===== config.mk =====
export PLATFORM = sky130hd
export DESIGN_NAME = sub32_serial
export DESIGN_NICKNAME = d
export VERILOG_FILES = /design/src/rtl/sub32_serial.sv
export SDC_FILE = /design/constraint.sdc
export NUM_CORES = 1
export LEC_CHECK = 0
export CAP_MARGIN = 10
export CORE_AREA = 2 2 132 134
export CTS_BUF_LIST = sky130_fd_sc_hd__clkbuf_8
export DETAILED_ROUTE_END_ITERATION = 6
export DIE_AREA = 0 0 134 136
export MAX_ROUTING_LAYER = met4
export PLACE_DENSITY_LB_ADDON = 0.25
export SLEW_MARGIN = 5
export SYNTH_ARGS = -nofsm -noshare
export SYNTH_HDL_FRONTEND = slang
export SYNTH_SLANG_ARGS = --single-unit
export TNS_END_PERCENT = 50

===== constraint.sdc =====
create_clock -name clk -period 3.7 [get_ports clk]
set_clock_uncertainty 0.15 [all_clocks]
set_input_delay 0.555 -clock clk [delete_from_list [all_inputs] [get_ports clk]]
set_output_delay 0.555 -clock clk [all_outputs]
set_load 0.01 [all_outputs]

===== src/rtl/sub32_serial.sv =====
// 32-bit subtractor computing a - b - bin one 4-bit slice per clock.
// Operands are captured on start; results update only on the final slice.
module sub32_serial (
    input  logic        clk,
    input  logic        rst_n,
    input  logic        start,
    input  logic [31:0] a,
    input  logic [31:0] b,
    input  logic        bin,
    output logic [31:0] diff,
    output logic        bout,
    output logic        of,
    output logic        busy,
    output logic        done
);

    localparam logic S_IDLE = 1'b0;
    localparam logic S_BUSY = 1'b1;

    logic        state_q, state_d;
    logic [2:0]  idx_q, idx_d;
    logic        carry_q, carry_d;
    logic [31:0] acc_q, acc_d;
    logic [31:0] a_q, a_d;
    logic [31:0] b_q, b_d;
    logic        bin_q, bin_d;
    logic [31:0] diff_q, diff_d;
    logic        bout_q, bout_d;
    logic        of_q, of_d;
    logic        done_q, done_d;

    logic [4:0]  bit_base;
    logic [3:0]  a_slice;
    logic [3:0]  b_slice;
    logic        c_in;
    logic [4:0]  slice_sum;

    // Subtraction as a + ~b + ~bin; carry-out of 1 means no borrow.
    assign bit_base  = {idx_q, 2'b00};
    assign a_slice   = a_q[bit_base +: 4];
    assign b_slice   = b_q[bit_base +: 4];
    assign c_in      = (idx_q == 3'd0) ? ~bin_q : carry_q;
    assign slice_sum = {1'b0, a_slice} + {1'b0, ~b_slice} + {4'b0000, c_in};

    always_comb begin
        state_d = state_q;
        idx_d   = idx_q;
        carry_d = carry_q;
        acc_d   = acc_q;
        a_d     = a_q;
        b_d     = b_q;
        bin_d   = bin_q;
        diff_d  = diff_q;
        bout_d  = bout_q;
        of_d    = of_q;
        done_d  = 1'b0;

        case (state_q)
            S_IDLE: begin
                if (start) begin
                    a_d     = a;
                    b_d     = b;
                    bin_d   = bin;
                    idx_d   = 3'd0;
                    carry_d = 1'b0;
                    state_d = S_BUSY;
                end
            end
            S_BUSY: begin
                acc_d[bit_base +: 4] = slice_sum[3:0];
                carry_d              = slice_sum[4];
                idx_d                = idx_q + 3'd1;
                if (idx_q == 3'd7) begin
                    diff_d  = acc_d;
                    bout_d  = ~slice_sum[4];
                    of_d    = (a_q[31] ^ b_q[31]) & (slice_sum[3] ^ a_q[31]);
                    done_d  = 1'b1;
                    idx_d   = 3'd0;
                    state_d = S_IDLE;
                end
            end
            default: state_d = S_IDLE;
        endcase
    end

    always_ff @(posedge clk or negedge rst_n) begin
        if (!rst_n) begin
            state_q <= S_IDLE;
            idx_q   <= 3'd0;
            carry_q <= 1'b0;
            acc_q   <= 32'd0;
            a_q     <= 32'd0;
            b_q     <= 32'd0;
            bin_q   <= 1'b0;
            diff_q  <= 32'd0;
            bout_q  <= 1'b0;
            of_q    <= 1'b0;
            done_q  <= 1'b0;
        end else begin
            state_q <= state_d;
            idx_q   <= idx_d;
            carry_q <= carry_d;
            acc_q   <= acc_d;
            a_q     <= a_d;
            b_q     <= b_d;
            bin_q   <= bin_d;
            diff_q  <= diff_d;
            bout_q  <= bout_d;
            of_q    <= of_d;
            done_q  <= done_d;
        end
    end

    assign diff = diff_q;
    assign bout = bout_q;
    assign of   = of_q;
    assign busy = (state_q == S_BUSY);
    assign done = done_q;

endmodule

# After elaboration in Yosys (flattened, before gate mapping)
# Index checks and enable logic that the tools add are counted.
[word_totals]
reg_bits = 137
inputBits = 68
out_inout_bits = 36
wordCells = 43
[classes]
addsub = 4
eq_ne = 2
n_shift = 4
n_mux = 12
bitwise = 7
reduce_logical = 3
[ops]
columns = ["cell", "n"]
rows = [
  ["$shiftx A32 B6 Y4", 2],
  ["$bwmux W32", 1],
  ["$shift A4 B7 Y32 const A", 1],
  ["$shiftx A4 B7 Y32", 1],
  ["$neg A5 Y7", 1],
  ["$mux W1", 6],
  ["$mux W3", 2],
  ["$pmux W3 S2", 1],
  ["$add A4 B4 Y5", 1],
  ["$add A5 B1 Y5", 1],
  ["$not A4 Y4", 1],
  ["$pmux W1 S2", 2],
  ["$reduce_and A2 Y1", 2],
  ["$add A3 B1 Y3 const B", 1],
  ["$eq A3 B3 Y1 const B", 1],
  ["$logic_not A3 Y1", 1],
  ["$not A1 Y1", 3],
  ["$ne A2 B2 Y1 const B", 1],
  ["$xor A1 B1 Y1", 2],
  ["$and A1 B1 Y1", 1],
]

# Longest topological paths before layout
# Gate-level depths: netlist of the first run.
[depth]
word_depth = 6
ltp_mapped = 16

# Least setup slack after synthesis of the first run
# OpenSTA, ideal clock, no wires.
[synth_timing]
path_type = "register to register"
start = "reg idx_q[1]"
end = "reg diff_q[9], in the netlist diff[9]"
setup_time_ps = 83
t_arrival_ps = 3279
slack_ps = 188
path_stages_with_launch = 16
n_path_buf = 4
cell_sequence = "dfrtp_1 buf_2 buf_2 inv_1 ha_1 ha_1 buf_2 clkbuf_1 nor2_1 a21oi_1 fa_1 inv_1 fa_1 nor3_1 mux2i_1 o21ai_0"
[synth_between]
elab_chain_cells = 6
[synth_lines]
columns = ["element", "line_no", "source"]
rows = [
  ["start, declared", "21", "logic [2:0] idx_q, idx_d;"],
  ["start signal, assigned", "101", "idx_q <= idx_d;"],
  ["$shiftx A32 B6 Y4", "41", "assign b_slice = b_q[bit_base +: 4];"],
  ["$not A4 Y4", "43", "assign slice_sum = {1'b0, a_slice} + {1'b0, ~b_slice} + {4'b0000, c_in};"],
  ["$add A4 B4 Y5", "43", ""],
  ["$add A5 B1 Y5", "43", ""],
  ["$shiftx A4 B7 Y32", "70", "acc_d[bit_base +: 4] = slice_sum[3:0];"],
  ["$bwmux W32", "70", ""],
  ["end signal, assigned", "107", "diff_q <= diff_d;"],
  ["end, declared", "27", "logic [31:0] diff_q, diff_d;"],
]
# Parallel ways exist; a longest one is shown, timed or not.
# A chain may end at the register's enable or synchronous reset.

# Worst setup path after layout of the first run
[layout_timing]
start = "reg idx_q[0]"
end = "reg diff_q[29], in the netlist diff[29]"
# The elaborated chain is that of the path after synthesis.

==> flow_summary.ini, run 1 <==
[run_status]
outcome = finished clean

[pwr]
p_per_area_nw_per_um2 = 977.3
leakage_nw = 3.495
p_sw_w = 0.003325
vdd_drop_max_v = 0.0004672
clkPwrFrac_pct = 14.0
internal-power_w = 0.004682
pwr-share-comb_pct = 53.4
swShare_pct = 41.52
power_frac_seq_pct = 32.6

[sta]
slew_headroom_pct = 32.12
post-route-period-util_pct = 93.56
tns_ns = 0
period_minus_slack_ns = 3.462
setup_violations = 0
setup_ws_ns = 0.2381
fmax_ghz = 0.2889
hold_ws_ns = 0.06663
finalMaxSlewViolations = 0
rsz0062_at_grt = false
tightest_slew_ns = 1.018
hold_viol_final = 0

[clock_network]
clkLatencyLatePin_ns = 0.46
cts_num_sinks = 137
cts_root_buf = clkbuf_8
postCtsSetupRepairBufs = 0
htree_num_levels = 4
path_clk_slew_ns = 0.07
cts_tree = done
cts_max_path_buffers = 2
cts_buffers = 17

[grt]
grt_pass1_wl_um = 23970
overflow = 0
first_global_vias = 4541
grt_usage_pct = 17.57
antenna_found_initial = 0
grt_start_max_net_pins = 101

[finish]
layout.nets = 696
area_delta_synth_final_pct = 24.89
fill_cells = 1499
stdcell_count = 852
num_antenna_cells = 0
drive_gt1_share_pct = 24.72
design_area_sq_um = 8193

[critical_path]
cp-endpoint = diff[29]
crit_fanout = 14
worstSetupStartpointType = flop
rr_worst_depth = 9
reg2reg_to = diff[29]
r2r-start = idx_q[0]
crit_path_end_kind = flop
critPathLaunch = idx_q[0]
ff2ff_setup_slack_ns = 0.24
path_class = reg2reg
cp.required_ns = 3.94
cp.arrival_ns = 3.70

[synthesis]
postSynth.asyncResetShare_pct = 100.0
syn_inst = 506
ys_ff_latch = 137
synth_edf_count = 0
ys_warn_count = 0
synth.avg_cell_area_sq_um = 12.96
syn-num-nets = 586
yosys_most_used_dff = dfrtp_1
ys_seq_area_share_pct = 52.26
syn_area_sq_um = 6560
synth_cell_types = 50

[flow_run]
drv_cap = 0

[floorplanning]
io_pins = 104
dieHeight_um = 136
rows = 48
start_util_pct = 38.87
core_sq_um = 16880
die_w_um = 134
die_area_sq_um = 18220

[detailed_routing]
drt_iter0_drc = 169
routed_wl_um = 14180
via_per_inst = 5.104
wl_per_cell_um = 16.64
ant_nets = 0
drc_errors = 0
drt_pass1_iterations = 4
vias = 4349

[placement]
dp_slack_ns = 0.1276
place_area_sq_um = 7830
dp.cells = 822
gp_congestion = 0.7902
numPortBuffers = 103
dp.final_hpwl_um = 10260

[hold_path]
min_path_type = in2async
[how the worst min path moves through the flow]
stage                   start   endpoint  slack, ns  cells past startpoint
CTS                     rst_n   diff[13]       0.08                      1
global placement    acc_q[11]  acc_q[11]       0.31                      2
detailed placement  acc_q[11]  acc_q[11]       0.31                      2
floorplan               rst_n     a_q[0]       0.11                      0
finish                  rst_n   diff[13]       0.07                      1
global route            rst_n   diff[13]       0.11                      1
[worst max-delay path, cell delays in order, from the launching register on]
cell and delay [ns]:
dfrtp_2 0.64, mux4_2 0.55, nand2_1 0.08, nand2_1 0.09
fa_1 0.46, inv_1 0.09, fa_1 0.57, nor3_1 0.46
mux2i_1 0.16, o21ai_1 0.14
[power groups by stage]
stage          Combinational [W]  Sequential (W)  Clock, W
2_1_floorplan            0.00298         0.00253         0
3_3_place_gp             0.00418         0.00263         0
3_5_place_dp             0.00425         0.00266         0
4_1_cts                  0.00427         0.00262   0.00116
5_1_grt                  0.00463         0.00272   0.00124
6_report                 0.00427         0.00261   0.00112
[cells in the final DEF, fill, tap and decap left out, types with 3 or more instances in the layout]
master / netlist / routed
nand4_1: 5 / 5
clkdlybuf4s50_1: 0 / 102
inv_1: 8 / 10
o31ai_1: 9 / 9
or2_0: 3 / 3
a21oi_1: 9 / 9
nor3_1: 7 / 7
clkinvlp_4: 0 / 3
mux2_1: 17 / 17
o21ai_1: 12 / 12
clkbuf_8: 0 / 20
a31oi_1: 7 / 7
nand2_1: 55 / 55
nand2b_1: 8 / 8
mux2_2: 68 / 68
mux4_2: 16 / 16
dfrtp_1: 137 / 136
clkinv_2: 0 / 4
and2_1: 3 / 3
nand4b_4: 3 / 3
ha_1: 10 / 10
mux2i_1: 23 / 23
nor2_1: 18 / 18
o21ai_0: 19 / 19
nand4_4: 3 / 3
buf_4: 6 / 16
nor3b_2: 3 / 3
[sequential cells by signal, indices dropped and copies added (netlist names)]
register / count
a_q: 32
acc_q: 32
b_q: 32
bin_q: 1
bout: 1
busy: 1
carry_q: 1
diff: 32
done: 1
idx_q: 3
of: 1
[cell families after synthesis]
kind of cell	share of synthesized area, %
AOI/OAI and AO/OA	5.894
buffers and inverters	3.204
muxes	23.59
DFF	52.26
and+or+nand+nor	12.40
adders and majority gates	2.518
xor gates and xnor gates	0.1335
[cells in the mapped netlist (2+ instances only)]
library cell  instances  share of area (%)
o31ai_1               9                1.0
and3_1                2               0.19
nand3b_1              2               0.23
buf_4                 6               0.69
nand4b_1              2               0.27
fa_1                  2               0.61
inv_1                 8               0.46
dfrtp_1             137                 52
buf_2                12               0.92
o21ai_0              19                1.4
a211o_1               2               0.27
mux4_2               16                5.5
ha_1                 10                1.9
o21ai_1              12               0.92
nand2_1              55                3.1
nand2b_1              8               0.76
nand4b_4              3                1.1
nand3_2               2               0.31
nand3_4               2               0.53
mux2i_1              23                3.5
clkbuf_1              6               0.34
a31oi_1               7               0.67
nand4_1               5               0.48
inv_2                 2               0.11
mux2_2               68                 12
or2_0                 3               0.29
nor3_1                7               0.53
nor3b_1               2               0.23
nand4_4               3               0.97
and2_1                3               0.29
a21oi_1               9               0.69
mux2_1               17                2.9
nor3b_2               3               0.57
a21o_1                2               0.23
nor2b_1               2               0.19
buf_6                 4               0.69
nor2_1               18                1.0
[cell type report]
cell class | count | area [sq um] | share of cell area (%)
flip-flops and latches | 137 | 3430 | 41.86
multi-input cells | 331 | 2937 | 35.84
repair buffers | 119 | 1152 | 14.07
well taps | 225 | 281.5 | 3.436
clock buffers | 20 | 275.3 | 3.360
clock inverters | 10 | 80.08 | 0.9774
inverters | 10 | 37.54 | 0.4582
[per-stage QoR]
stage	util, %	total power [W]
after global routing	48.55	0.008590
after floorplan	-	0.005507
after CTS	48.50	0.008056
after global placement	46.40	0.006811
final	48.55	0.008007
after detailed placement	46.40	0.006909
[timing repair]
item,CTS,global route
setup endpoints to repair,0,6
resized for setup,0,1
hold buffers,0,0
[per-layer routing]
layer / GRT usage [%] / share of wire (%) / up-vias
li1: - / - / 2037
met1: 22.63 / 45 / 2174
met2: 26.67 / 48 / 117
met3: 5.145 / 4.9 / 21
met4: 5.969 / 1.8 / 0
met5: - / 0 / -
No activity file was read; power rests on OpenSTA's default activity.
==> run 2: changes to the inputs <==
--- a/config.mk
+++ b/config.mk
@@ -5,11 +5,12 @@
 export SDC_FILE = /design/constraint.sdc
 export NUM_CORES = 1
 export LEC_CHECK = 0
+export ABC_AREA = 1
 export CAP_MARGIN = 10
-export CORE_AREA = 2 2 132 134
+export CORE_AREA = 2 2 122 124
 export CTS_BUF_LIST = sky130_fd_sc_hd__clkbuf_8
 export DETAILED_ROUTE_END_ITERATION = 6
-export DIE_AREA = 0 0 134 136
+export DIE_AREA = 0 0 124 126
 export MAX_ROUTING_LAYER = met4
 export PLACE_DENSITY_LB_ADDON = 0.25
 export SLEW_MARGIN = 5
==> constraint.sdc (replaced) <==
create_clock -name clk -period 3.7 [get_ports clk]
set_clock_uncertainty 0.15 [all_clocks]
set_input_delay 1.11 -clock clk [delete_from_list [all_inputs] [get_ports clk]]
set_output_delay 1.11 -clock clk [all_outputs]
set_load 0.01 [all_outputs]
==> flow_summary.ini, run 2 <==
[floorplanning]
start_util_pct = 44.14
io_pins = 104
die_w_um = 124
die_area_sq_um = 15620
rows = 44
core_sq_um = 14310
dieHeight_um = 126

[placement]
numPortBuffers = 103
dp.final_hpwl_um = 10360
gp_congestion = 0.8694

[critical_path]
ff2ff_setup_slack_ns = 0.42
rr_worst_depth = 15
path_class = reg2reg
cp.arrival_ns = 3.44
cp.required_ns = 3.86
crit_path_end_kind = flop
crit_fanout = 10
reg2reg_to = acc_q[14]
r2r-start = idx_q[1]
worstSetupStartpointType = flop

[grt]
antenna_found_initial = 0
grt_start_max_net_pins = 69
grt_usage_pct = 21.12
grt_pass1_wl_um = 24710
overflow = 0
first_global_vias = 5137

[clock_network]
cts_tree = done
cts_root_buf = clkbuf_8
cts_max_path_buffers = 2
cts_resized = 0
cts_num_sinks = 137
htree_num_levels = 4
hold_buffers = 0
clkLatencyLatePin_ns = 0.45
cts_buffers = 17
postCtsSetupRepairBufs = 0
path_clk_slew_ns = 0.08

[synthesis]
synth_cell_types = 31
syn-num-nets = 720
synth_area_leader_cell = dfrtp_1
synth_top_area_share_pct = 54.26
syn_area_sq_um = 6319
ys_seq_area_share_pct = 54.26
ys_ff_latch = 137
syn_inst = 640
yosys_most_used_dff = dfrtp_1
synth.avg_cell_area_sq_um = 9.873
synth.most_common_cell = nand2_1
synthTopCellsByArea = dfrtp_1 54%, mux2_2 11%, nand2_1 8.2%
postSynth.asyncResetShare_pct = 100.0
synth_edf_count = 0
synth.top_cells.by_count = 138 x nand2_1, 137 x dfrtp_1, 96 x o21ai_0
ys_warn_count = 0

[sta]
fmax_ghz = 0.3051
tns_ns = 0
hold_ws_ns = 0.3332
post-route-period-util_pct = 88.58
tightest_slew_ns = 0.6330
finalMaxSlewViolations = 0
setup_violations = 0
hold_viol_final = 0
slew_headroom_pct = 57.80
period_minus_slack_ns = 3.278
rsz0062_at_grt = false

[detailed_routing]
vias = 4896
drc_errors = 0
drt_pass1_iterations = 5
via_per_inst = 5.225
drt_iter0_drc = 300
wl_per_cell_um = 15.74
ant_nets = 0
routed_wl_um = 14750

[finish]
multi_input_area_sq_um = 2620
fin_util_pct = 55.71
layout.nets = 820
final_cell_mix = 137 x nand2_1, 137 x dfrtp_1, 102 x clkdlybuf4s50_1, 96 x o21ai_0, 63 x mux2_2
drive_gt1_share_pct = 16.60
num_antenna_cells = 0
area_delta_synth_final_pct = 26.20
regArea_sq_um = 3428
fill_cells = 1318

[pwr]
leakage_nw = 3.515
p_per_area_nw_per_um2 = 958.4
vdd_drop_max_v = 0.0004603
power_w = 0.007642

[flow_run]
drv_cap = 0

[run_status]
outcome = finished clean

[hold_path]
min_from = acc_q[15]
hold_depth = 2
min_path_type = reg2reg
hold_path_end = acc_q[15]
## run 2: worst max path at each step
| stage | endpoint | start | cells after the start |
|---|---|---|---|
| floorplan | diff[26] | idx_q[0] | 16 |
| global placement | diff[5] | idx_q[0] | 12 |
| detailed placement | diff[29] | idx_q[0] | 12 |
| CTS | acc_q[14] | idx_q[0] | 15 |
| global route | acc_q[30] | idx_q[0] | 14 |
| finish | acc_q[14] | idx_q[1] | 15 |
## run 2: area by class of cell
class	count	area share, %
sequential	137	42.99
multi-input combinational	441	32.86
timing repair buffer	114	14.29
clock buffer	19	3.279
tap	184	2.887
clock inverter	13	2.197
inverter	29	1.491
## run 2: where the power goes
| group | switching [W] | leakage, nW | total, W | internal, W |
|---|---|---|---|---|
| logic | 0.00215 | 1.60 | 0.00370 | 0.00154 |
| clock network | 0.000574 | 0.225 | 0.00134 | 0.000764 |
| registers | 0.000398 | 1.69 | 0.00261 | 0.00221 |
## run 2: routing by layer
| metal | vias up | track usage (%) | wire length [um] |
|---|---|---|---|
| met5 | - | - | 0 |
| met4 | 0 | 6.609 | 180 |
| met3 | 13 | 4.846 | 583 |
| met2 | 115 | 33.78 | 7361 |
| met1 | 2399 | 26.68 | 6625 |
| li1 | 2369 | - | - |
## run 2: stage by stage
| step | setup WS (ns) | cell area [sq um] | instances |
|---|---|---|---|
| after floorplan | 0.3001 | 6319 | 640 |
| after global placement | 0.5113 | 7537 | 905 |
| after detailed placement | 0.4228 | 7537 | 905 |
| after CTS | 0.4039 | 7974 | 937 |
| after global routing | 0.07334 | 7974 | 937 |
| final | 0.4224 | 7974 | 937 |
## run 2: cells by family (layout without fill, tap and decap cells)
group / after synthesis / in the layout / synth area share [%]
AO/OA/AOI/OAI: 137 / 137 / 11.37
adder cells (fa/ha/maj): 12 / 12 / 2.614
buffers and inverters: 62 / 175 / 4.317
flip-flops: 137 / 137 / 54.26
multiplexers: 63 / 63 / 11.23
AND/OR/NAND/NOR: 229 / 229 / 16.22
## run 2: worst max-delay path: stages (launching register included)
cell      delay, ns
dfrtp_1        0.40
inv_2          0.07
ha_1           0.16
ha_1           0.29
clkinv_1       0.28
o21ai_0        0.27
fa_1           0.23
inv_1          0.06
fa_1           0.38
or2_2          0.32
nand2_1        0.10
nor2_1         0.09
nand3_1        0.12
nand2_1        0.06
o21ai_0        0.08
o21ai_0        0.11
==> run 3: changes to the inputs <==
--- a/config.mk
+++ b/config.mk
@@ -7,10 +7,12 @@
 export LEC_CHECK = 0
 export ABC_AREA = 1
 export CAP_MARGIN = 10
-export CORE_AREA = 2 2 122 124
+export CELL_PAD_IN_SITES_DETAIL_PLACEMENT = 0
+export CELL_PAD_IN_SITES_GLOBAL_PLACEMENT = 1
+export CORE_AREA = 2 2 132 134
 export CTS_BUF_LIST = sky130_fd_sc_hd__clkbuf_8
 export DETAILED_ROUTE_END_ITERATION = 6
-export DIE_AREA = 0 0 124 126
+export DIE_AREA = 0 0 134 136
 export MAX_ROUTING_LAYER = met4
 export PLACE_DENSITY_LB_ADDON = 0.25
 export SLEW_MARGIN = 5
==> flow_summary.ini, run 3 (synthesized netlist as in run 2, its figures left out) <==
[finish]
area_delta_synth_final_pct = 26.22
final_cell_mix = 137 x nand2_1, 137 x dfrtp_1, 102 x clkdlybuf4s50_1, 96 x o21ai_0, 63 x mux2_2
drive_gt1_share_pct = 16.49
num_antenna_cells = 0
design_area_sq_um = 7975
layout.nets = 819

[placement]
dp.final_hpwl_um = 10800
numPortBuffers = 103
place_area_sq_um = 7581
gp_congestion = 0.8657

[detailed_routing]
routed_wl_um = 15410
drt_pass1_iterations = 6
vias = 4838
drc_errors = 0
via_per_inst = 4.952
drt_iter0_drc = 235
wl_per_cell_um = 15.77
ant_nets = 0

[critical_path]
path_class = reg2reg
cp.arrival_ns = 3.59
crit_fanout = 37
reg2reg_to = acc_q[9]
r2r-start = idx_q[0]
worstSetupStartpointType = flop
cp.required_ns = 3.92
crit_path_end_kind = flop
ff2ff_setup_slack_ns = 0.32
rr_worst_depth = 13

[clock_network]
clkLatencyLatePin_ns = 0.45
cts_buffers = 17
hold_buffers = 0
cts_resized = 0
cts_num_sinks = 137
postCtsSetupRepairBufs = 0
cts_max_path_buffers = 2
cts_root_buf = clkbuf_8
htree_num_levels = 4
path_clk_slew_ns = 0.08
cts_tree = done

[floorplanning]
die_area_sq_um = 18220
rows = 48
io_pins = 104
start_util_pct = 37.44
die_w_um = 134
dieHeight_um = 136
core_sq_um = 16880

[hold_path]
min_path_type = reg2reg
min_from = diff[27]
hold_path_end = diff[27]
hold_depth = 2

[sta]
tightest_slew_ns = 0.5356
hold_viol_final = 0
setup_violations = 0
slew_headroom_pct = 64.29
period_minus_slack_ns = 3.375
rsz0062_at_grt = false
post-route-period-util_pct = 91.23
fmax_ghz = 0.2963
finalMaxSlewViolations = 0
tns_ns = 0

[grt]
met1_usage_pct = 24.31
busiest_layer = met2
met2_usage_pct = 28.32
grt_pass1_wl_um = 25210
gr-usage-met3_pct = 4.139
overflow = 0
first_global_vias = 4803
grt_usage_pct = 18.43
antenna_found_initial = 0
grt_start_max_net_pins = 69

[pwr]
leakage_nw = 3.467
vdd_drop_max_v = 0.0004737
p_per_area_nw_per_um2 = 945.5

[flow_run]
drv_cap = 0

[run_status]
outcome = finished clean
## run 3: cell count changes in the layout (fill, tap and decap cells not counted), sizes merged
| cell | before | now |
|---|---|---|
| bufinv | 4 | 1 |
| inv | 28 | 31 |
| clkinv | 9 | 3 |
| buf | 12 | 11 |
| clkinvlp | 1 | 6 |
| clkbuf | 19 | 20 |
## run 3: final cells by class
cell class	instances	area, sq um
fill	1566	8901
multi-input combinational	441	2620
sequential	137	3428
inverter	29	118.9
clock buffer	20	275.3
timing repair buffer	113	1136
clock inverter	12	115.1
tap	225	281.5
## run 3: per-stage QoR
step                instances  total power [W]  util, %  hold slack, ns  worst slack [ns]
global route              977         0.008212    47.26          0.3512          0.008221
floorplan                 640         0.005088        -          0.2914            0.3001
CTS                       977         0.007635    47.23          0.3360            0.2557
global placement          945         0.006302    44.92          0.3065            0.2591
finish                    977         0.007541    47.26          0.3328            0.3247
detailed placement        945         0.006411    44.92          0.3135            0.2884
## run 3: layer usage
metal,up-vias,wire length (um)
met1,2324,7206
met3,17,618
met5,-,0
met4,0,250
li1,2372,-
met2,125,7330
## run 3: report_power, final
part | internal (W) | total, W | switching, W
combinational | 0.00154 | 0.00373 | 0.00219
clock | 0.000589 | 0.00121 | 0.000619
sequential | 0.00221 | 0.00260 | 0.000392
total | 0.00434 | 0.00754 | 0.00320
## run 3: how the worst max path moves through the flow
stage                   from  depth (start not counted)         to  slack, ns
global route        idx_q[0]                         15  acc_q[14]      0.008
CTS                 idx_q[0]                         12   acc_q[9]       0.26
detailed placement  idx_q[0]                         12   acc_q[9]       0.29
floorplan           idx_q[0]                         16   diff[26]       0.30
finish              idx_q[0]                         13   acc_q[9]       0.32
global placement    idx_q[0]                         12    diff[9]       0.26
## run 3: worst max-delay path, cell delays in order (launching register included)
cell      delay [ns]
dfrtp_1         0.41
inv_2           0.06
buf_4           0.36
o21ai_0         0.13
o221ai_1        0.24
o21ai_0         0.21
fa_1            0.45
inv_1           0.08
fa_1            0.46
nor3_1          0.23
nand2_1         0.16
nand2_1         0.09
o21ai_1         0.07
o21ai_0         0.17
